**src/rtl/mul_err_sweep_ctrl_if.sv**
```systemverilog
// Operand/product bus between the error-sweep sequencer
// and the approximate multiplier under test.
interface mul_err_sweep_ctrl_if #(
    parameter int W = 8
);
    logic [W-1:0]   mul_a;
    logic [W-1:0]   mul_b;
    logic [2*W-1:0] mul_p;

    modport master (
        output mul_a,
        output mul_b,
        input  mul_p
    );

    modport slave (
        input  mul_a,
        input  mul_b,
        output mul_p
    );
endinterface

```
**src/rtl/mul_err_sweep_ctrl.sv**
```systemverilog
// Exhaustive error-characterisation sequencer for an
// approximate WxW multiplier: sweeps all operand pairs.
module mul_err_sweep_ctrl #(
    parameter int W      = 8,
    parameter int N_PIPE = 2
) (
    input  logic                  clk,
    input  logic                  rst_n,
    input  logic                  start,
    input  logic                  abort,
    mul_err_sweep_ctrl_if.master  mul,
    output logic                  busy,
    output logic                  done,
    output logic                  res_valid,
    output logic [4*W+1:0]        sum_err,
    output logic [6*W-1:0]        sum_sq,
    output logic [2*W-1:0]        max_abs,
    output logic [2*W:0]          mism_cnt
);

    localparam int DW = $clog2(N_PIPE + 1);

    typedef enum logic [1:0] {
        IDLE,
        RUN,
        DRAIN,
        DONE
    } state_t;

    state_t         state;
    state_t         state_nx;
    logic [2*W-1:0] idx;
    logic [DW-1:0]  dcnt;

    logic           v1;
    logic [2*W-1:0] p1;
    logic [2*W-1:0] ex1;

    logic [2*W:0]   e;
    logic [2*W-1:0] e_abs;
    logic [4*W-1:0] e_sq;
    logic           go;

    assign go        = (state == IDLE) && start && !abort;
    assign mul.mul_a = idx[2*W-1:W];
    assign mul.mul_b = idx[W-1:0];
    assign busy      = (state == RUN) || (state == DRAIN);
    assign done      = (state == DONE);

    // State register
    always_ff @(posedge clk or negedge rst_n) begin
        if (!rst_n) begin
            state <= IDLE;
        end else begin
            state <= state_nx;
        end
    end

    // Next-state logic; abort overrides everything
    always_comb begin
        state_nx = state;
        unique case (state)
            IDLE: begin
                if (go) begin
                    state_nx = RUN;
                end
            end
            RUN: begin
                if (abort) begin
                    state_nx = IDLE;
                end else if (&idx) begin
                    state_nx = DRAIN;
                end
            end
            DRAIN: begin
                if (abort) begin
                    state_nx = IDLE;
                end else if (dcnt == DW'(N_PIPE - 1)) begin
                    state_nx = DONE;
                end
            end
            DONE: begin
                state_nx = IDLE;
            end
            default: begin
                state_nx = IDLE;
            end
        endcase
    end

    // Operand index and drain cycle counter
    always_ff @(posedge clk or negedge rst_n) begin
        if (!rst_n) begin
            idx  <= '0;
            dcnt <= '0;
        end else begin
            if (abort || go) begin
                idx <= '0;
            end else if (state == RUN) begin
                idx <= idx + 1'b1;
            end
            if (state == DRAIN && !abort) begin
                dcnt <= dcnt + 1'b1;
            end else begin
                dcnt <= '0;
            end
        end
    end

    // Stage 1: capture approximate and exact products
    always_ff @(posedge clk or negedge rst_n) begin
        if (!rst_n) begin
            v1  <= 1'b0;
            p1  <= '0;
            ex1 <= '0;
        end else begin
            v1  <= (state == RUN) && !abort;
            p1  <= mul.mul_p;
            ex1 <= (2*W)'(mul.mul_a) * (2*W)'(mul.mul_b);
        end
    end

    // Error terms for stage 2
    always_comb begin
        e     = {1'b0, p1} - {1'b0, ex1};
        e_abs = (p1 >= ex1) ? (p1 - ex1) : (ex1 - p1);
        e_sq  = (4*W)'(e_abs) * (4*W)'(e_abs);
    end

    // Stage 2: accumulate; partial sums survive an abort
    always_ff @(posedge clk or negedge rst_n) begin
        if (!rst_n) begin
            sum_err  <= '0;
            sum_sq   <= '0;
            max_abs  <= '0;
            mism_cnt <= '0;
        end else if (go) begin
            sum_err  <= '0;
            sum_sq   <= '0;
            max_abs  <= '0;
            mism_cnt <= '0;
        end else if (v1) begin
            sum_err  <= sum_err + {{(2*W+1){e[2*W]}}, e};
            sum_sq   <= sum_sq + {{(2*W){1'b0}}, e_sq};
            mism_cnt <= mism_cnt + {{(2*W){1'b0}}, (e != '0)};
            if (e_abs > max_abs) begin
                max_abs <= e_abs;
            end
        end
    end

    // Result-valid flag rises together with done
    always_ff @(posedge clk or negedge rst_n) begin
        if (!rst_n) begin
            res_valid <= 1'b0;
        end else if (abort || go) begin
            res_valid <= 1'b0;
        end else if (state_nx == DONE) begin
            res_valid <= 1'b1;
        end
    end

endmodule
```
**src/flat_wrapper.sv**
```systemverilog
// flat-port wrapper written by rule: the top's interface ports become plain ports
module mul_err_sweep_ctrl_flat 
#(
    parameter int W      = 8,
    parameter int N_PIPE = 2
)
  (clk, rst_n, start, abort, busy, done, res_valid, sum_err, sum_sq, max_abs, mism_cnt, mul_mul_a, mul_mul_b, mul_mul_p);
  mul_err_sweep_ctrl_if #(.W(W)) mul_i ();
  input  logic clk;
  input  logic rst_n;
  input  logic start;
  input  logic abort;
  output logic busy;
  output logic done;
  output logic res_valid;
  output logic [4*W+1:0] sum_err;
  output logic [6*W-1:0] sum_sq;
  output logic [2*W-1:0] max_abs;
  output logic [2*W:0] mism_cnt;
  output wire logic [$bits(mul_i.mul_a)-1:0] mul_mul_a;
  output wire logic [$bits(mul_i.mul_b)-1:0] mul_mul_b;
  input wire logic [$bits(mul_i.mul_p)-1:0] mul_mul_p;
  assign mul_mul_a = mul_i.mul_a;
  assign mul_mul_b = mul_i.mul_b;
  assign mul_i.mul_p = mul_mul_p;
  mul_err_sweep_ctrl #(.W(W), .N_PIPE(N_PIPE)) u_core (.clk(clk), .rst_n(rst_n), .start(start), .abort(abort), .mul(mul_i), .busy(busy), .done(done), .res_valid(res_valid), .sum_err(sum_err), .sum_sq(sum_sq), .max_abs(max_abs), .mism_cnt(mism_cnt));
endmodule
```
**config.mk**
```make
export PLATFORM = sky130hd
export DESIGN_NAME = mul_err_sweep_ctrl_flat
export DESIGN_NICKNAME = d
export VERILOG_FILES = /design/src/rtl/mul_err_sweep_ctrl_if.sv /design/src/rtl/mul_err_sweep_ctrl.sv /design/src/flat_wrapper.sv
export SDC_FILE = /design/constraint.sdc
export NUM_CORES = 1
export LEC_CHECK = 0
export BUFFER_PORTS_ARGS = -buffer_cell sky130_fd_sc_hd__buf_2
export CAP_MARGIN = 20
export CORE_MARGIN = 8
export CORE_UTILIZATION = 45
export CTS_BUF_LIST = sky130_fd_sc_hd__clkbuf_2
export CTS_CLUSTER_SIZE = 10
export DETAILED_ROUTE_END_ITERATION = 12
export SLEW_MARGIN = 30
export SYNTH_ARGS = -nofsm -noshare
export SYNTH_HDL_FRONTEND = slang
export SYNTH_SLANG_ARGS = --single-unit
```
**constraint.sdc**
```tcl
create_clock -name clk -period 14.92 [get_ports clk]
set_clock_uncertainty 0.2 [all_clocks]
set_input_delay 2.984 -clock clk [delete_from_list [all_inputs] [get_ports clk]]
set_output_delay 2.984 -clock clk [all_outputs]
set_load 0.005 [all_outputs]
```
==> results.sh <==
export IMPL_status="finished, final reports clean"
export IMPL_clkTransAtPathRegs_ns=0.30
export IMPL_portBuffers=153
export IMPL_drc=0
export IMPL_routed_via_density=5.32
export IMPL_arrival_ns=10.95
export IMPL_gp_congestion=0.880
export IMPL_grt_antenna_before_repair=3
export IMPL_drt_iter0_drc=847
export IMPL_filler_cell_count=4464
export IMPL_final_common_cell="inv_1"
export IMPL_mappedNetlistArea_mm2=0.0210
export IMPL_hp_class="reg -> reg"
export IMPL_cts_sinks=169
export IMPL_timing_fmax_mhz=98.3
export IMPL_coreArea_mm2=0.0464
export IMPL_ys_flop_type="dfrtp_1"
export IMPL_grt_pass1_wl_um=91000
export IMPL_syn_num_nets=2832
export IMPL_rrSetupSlack_ns=4.74
export IMPL_die_area_mm2=0.0539
export IMPL_dp_hpwl_um=43200
export IMPL_worst_path_most_repeated_cell="fa_1"
export IMPL_timing_slew_headroom_pct=37.2
export IMPL_worstHoldPathCells=1
export IMPL_cts_tree="done"
export IMPL_cp_max_fo=21
export IMPL_ant_nets=0
export IMPL_syn_inst=2347
export IMPL_grt_pass1_vias=17300
export IMPL_ctsHoldBuffers=0
export IMPL_routedWlPerCell_um=17.8
export IMPL_clk_latency_ns=1.05
export IMPL_cts_repair_resized=0
export IMPL_synth_edf_count=0
export IMPL_die_h_um=232
export IMPL_cp_slowest_stage_delay_ns=0.71
export IMPL_groute_usage_overall_pct=21.1
export IMPL_drive_gt1_share_pct=10.7
export IMPL_start_util_pct=45.3
export IMPL_clk_path_buf_depth=2
export IMPL_finalSetupViolations=0
export IMPL_critical_path_required_ns=15.69
export IMPL_synth_seq_area_share_pct=20.1
export IMPL_r2r_start="u_core.ex1[7]"
export IMPL_fin_nets=2927
export IMPL_final_cell_mix="inv_1 (454), fa_1 (233), ha_1 (232)"
export IMPL_area_growth_synth_to_final_pct=7.32
export IMPL_period_share_pct=68.2
export IMPL_critPathLaunchType="flop"
export IMPL_instances_no_fill=3063
export IMPL_syn_avg_cell_area_um2=8.96
export IMPL_ctsRootBufferMaster="clkbuf_2"
export IMPL_post_cts_buffers=0
export IMPL_routed_wl_um=54700
export IMPL_async_flop_share_pct=100
export IMPL_rows=79
export IMPL_crit_type="reg -> reg"
export IMPL_synth_top_area_share_pct=22.2
export IMPL_maxCapViolCount=0
export IMPL_num_vias=16300
export IMPL_htreeDepth=4
export IMPL_min_delay_worst_endpoint="u_core.dcnt[0]"
export IMPL_end_kind="flop"
export IMPL_worst_slack_ns=4.74
export IMPL_tns_ns=0
export IMPL_dp_cells=3030
export IMPL_synth_seq_cells=169
export IMPL_pre_cts_ws_ns=4.78
export IMPL_maxSlewViolCount=0
export IMPL_crit_path_top_delay_cell="a31oi_1"
export IMPL_worstRegToRegCells=33
export IMPL_ys_warn_count=0
export IMPL_r2r_end="u_core.sum_sq[40]"
export IMPL_ys_types=80
export IMPL_cts_buffers_inserted=17
export IMPL_pin_count=154
export IMPL_overflow=0
export IMPL_synthTopCellsByArea="fa_1 (22%), dfrtp_1 (20%), ha_1 (14%)"
export IMPL_yosysTopAreaCell="fa_1"
export IMPL_hold_viol=0
export IMPL_rsz0062_at_grt="false"
export IMPL_die_w_um=232
export IMPL_dr_pass1_iters=7
export IMPL_hold_start="u_core.dcnt[0]"
export IMPL_grt_max_degree=60
export IMPL_worstMarginPinSlew_ns=0.942
export IMPL_period_needed_ns=10.18
-- cells in the mapped netlist (6+ instances only) --
| library cell | count |
|---|---|
| nand2b_1 | 9 |
| nand3_1 | 30 |
| xnor2_1 | 76 |
| nor2b_1 | 19 |
| inv_1 | 454 |
| buf_2 | 15 |
| ha_1 | 232 |
| nor2_1 | 184 |
| a21oi_1 | 110 |
| o21a_1 | 10 |
| o211ai_1 | 6 |
| and4_1 | 6 |
| and2_1 | 49 |
| fa_1 | 233 |
| nand4_1 | 22 |
| a211oi_1 | 19 |
| o21ai_0 | 75 |
| dfrtp_1 | 169 |
| and3_1 | 19 |
| mux2i_1 | 54 |
| o31ai_1 | 9 |
| nor3_1 | 16 |
| nand2_1 | 187 |
| a21o_1 | 61 |
| o21bai_1 | 15 |
| or3_1 | 19 |
| xor2_1 | 50 |
| inv_2 | 10 |
| clkbuf_1 | 67 |
| a31oi_1 | 10 |
-- how the worst max path moves through the flow --
| stage | start | to | slack, ns | cells after the start |
|---|---|---|---|---|
| floorplan | u_core.ex1[7] | u_core.sum_sq[46] | 6.17 | 37 |
| global placement | u_core.ex1[7] | u_core.sum_sq[46] | 4.77 | 33 |
| detailed placement | u_core.ex1[7] | u_core.sum_sq[44] | 4.78 | 32 |
| CTS | u_core.ex1[7] | u_core.sum_sq[40] | 4.73 | 33 |
| global route | u_core.ex1[2] | u_core.sum_sq[44] | 4.15 | 32 |
| finish | u_core.ex1[7] | u_core.sum_sq[40] | 4.74 | 33 |
-- sequential cells by signal, indices dropped and copies added (netlist names) --
name / flops
u_core.max_abs: 16
u_core.state: 2
u_core.mism_cnt: 17
u_core.dcnt: 2
u_core.res_valid: 1
u_core.ex1: 16
u_core.p1: 16
u_core.sum_err: 34
u_core.idx: 16
u_core.sum_sq: 48
u_core.v1: 1
-- per-stage QoR --
step,cell area [um^2],utilization (%),hold slack [ns]
CTS,22500,48.6,0.259
floorplan,21000,-,0.210
detailed placement,22300,48.2,0.230
global placement,22300,48.0,0.222
finish,22600,48.7,0.256
global route,22600,48.7,0.270
-- layer usage --
layer  up-vias  track usage [%]  share of wire (%)
met5         -                0              0.024
li1       7686                -                  -
met3        77             3.85                4.4
met4         2             7.52                2.9
met1      8126             26.3                 43
met2       398             36.5                 50
-- critical path, delay by kind of cell (launching register included) --
family                     cells  cell delay (ns)
xor gates and xnor gates       2             0.72
buffers and inverters          6             0.89
adders and majority gates      8             3.86
DFF                            1             0.41
AOI/OAI and AO/OA             10             2.94
and+or+nand+nor                7             1.12
-- logic make-up (layout without fill, tap and decap cells) --
kind of cell	Yosys count	count (layout)	synth area share (%)
AO/OA/AOI/OAI	369	369	11.4
XOR/XNOR	136	136	6.13
adder cells (fa/ha/maj)	465	465	36.0
buffers and inverters	558	666	10.3
flip-flops	169	169	20.1
multiplexers	60	60	2.96
other	0	1	0
AND/OR/NAND/NOR	590	590	13.1
-- area by class of cell --
class	count	area, um^2	area share [%]
Tap cell	607	759	3.37
Antenna cell	1	2.50	0.0111
Clock buffer	17	85.1	0.377
Inverter	464	1740	7.72
Sequential cell	169	4230	18.8
Clock inverter	15	126	0.560
Multi-Input combinational cell	1620	14700	65.0
Timing Repair Buffer	170	950	4.21
Power is left out: the tool's default activity adds up to more than one toggle a clock period on the data nets, which glitch-free logic cannot reach.
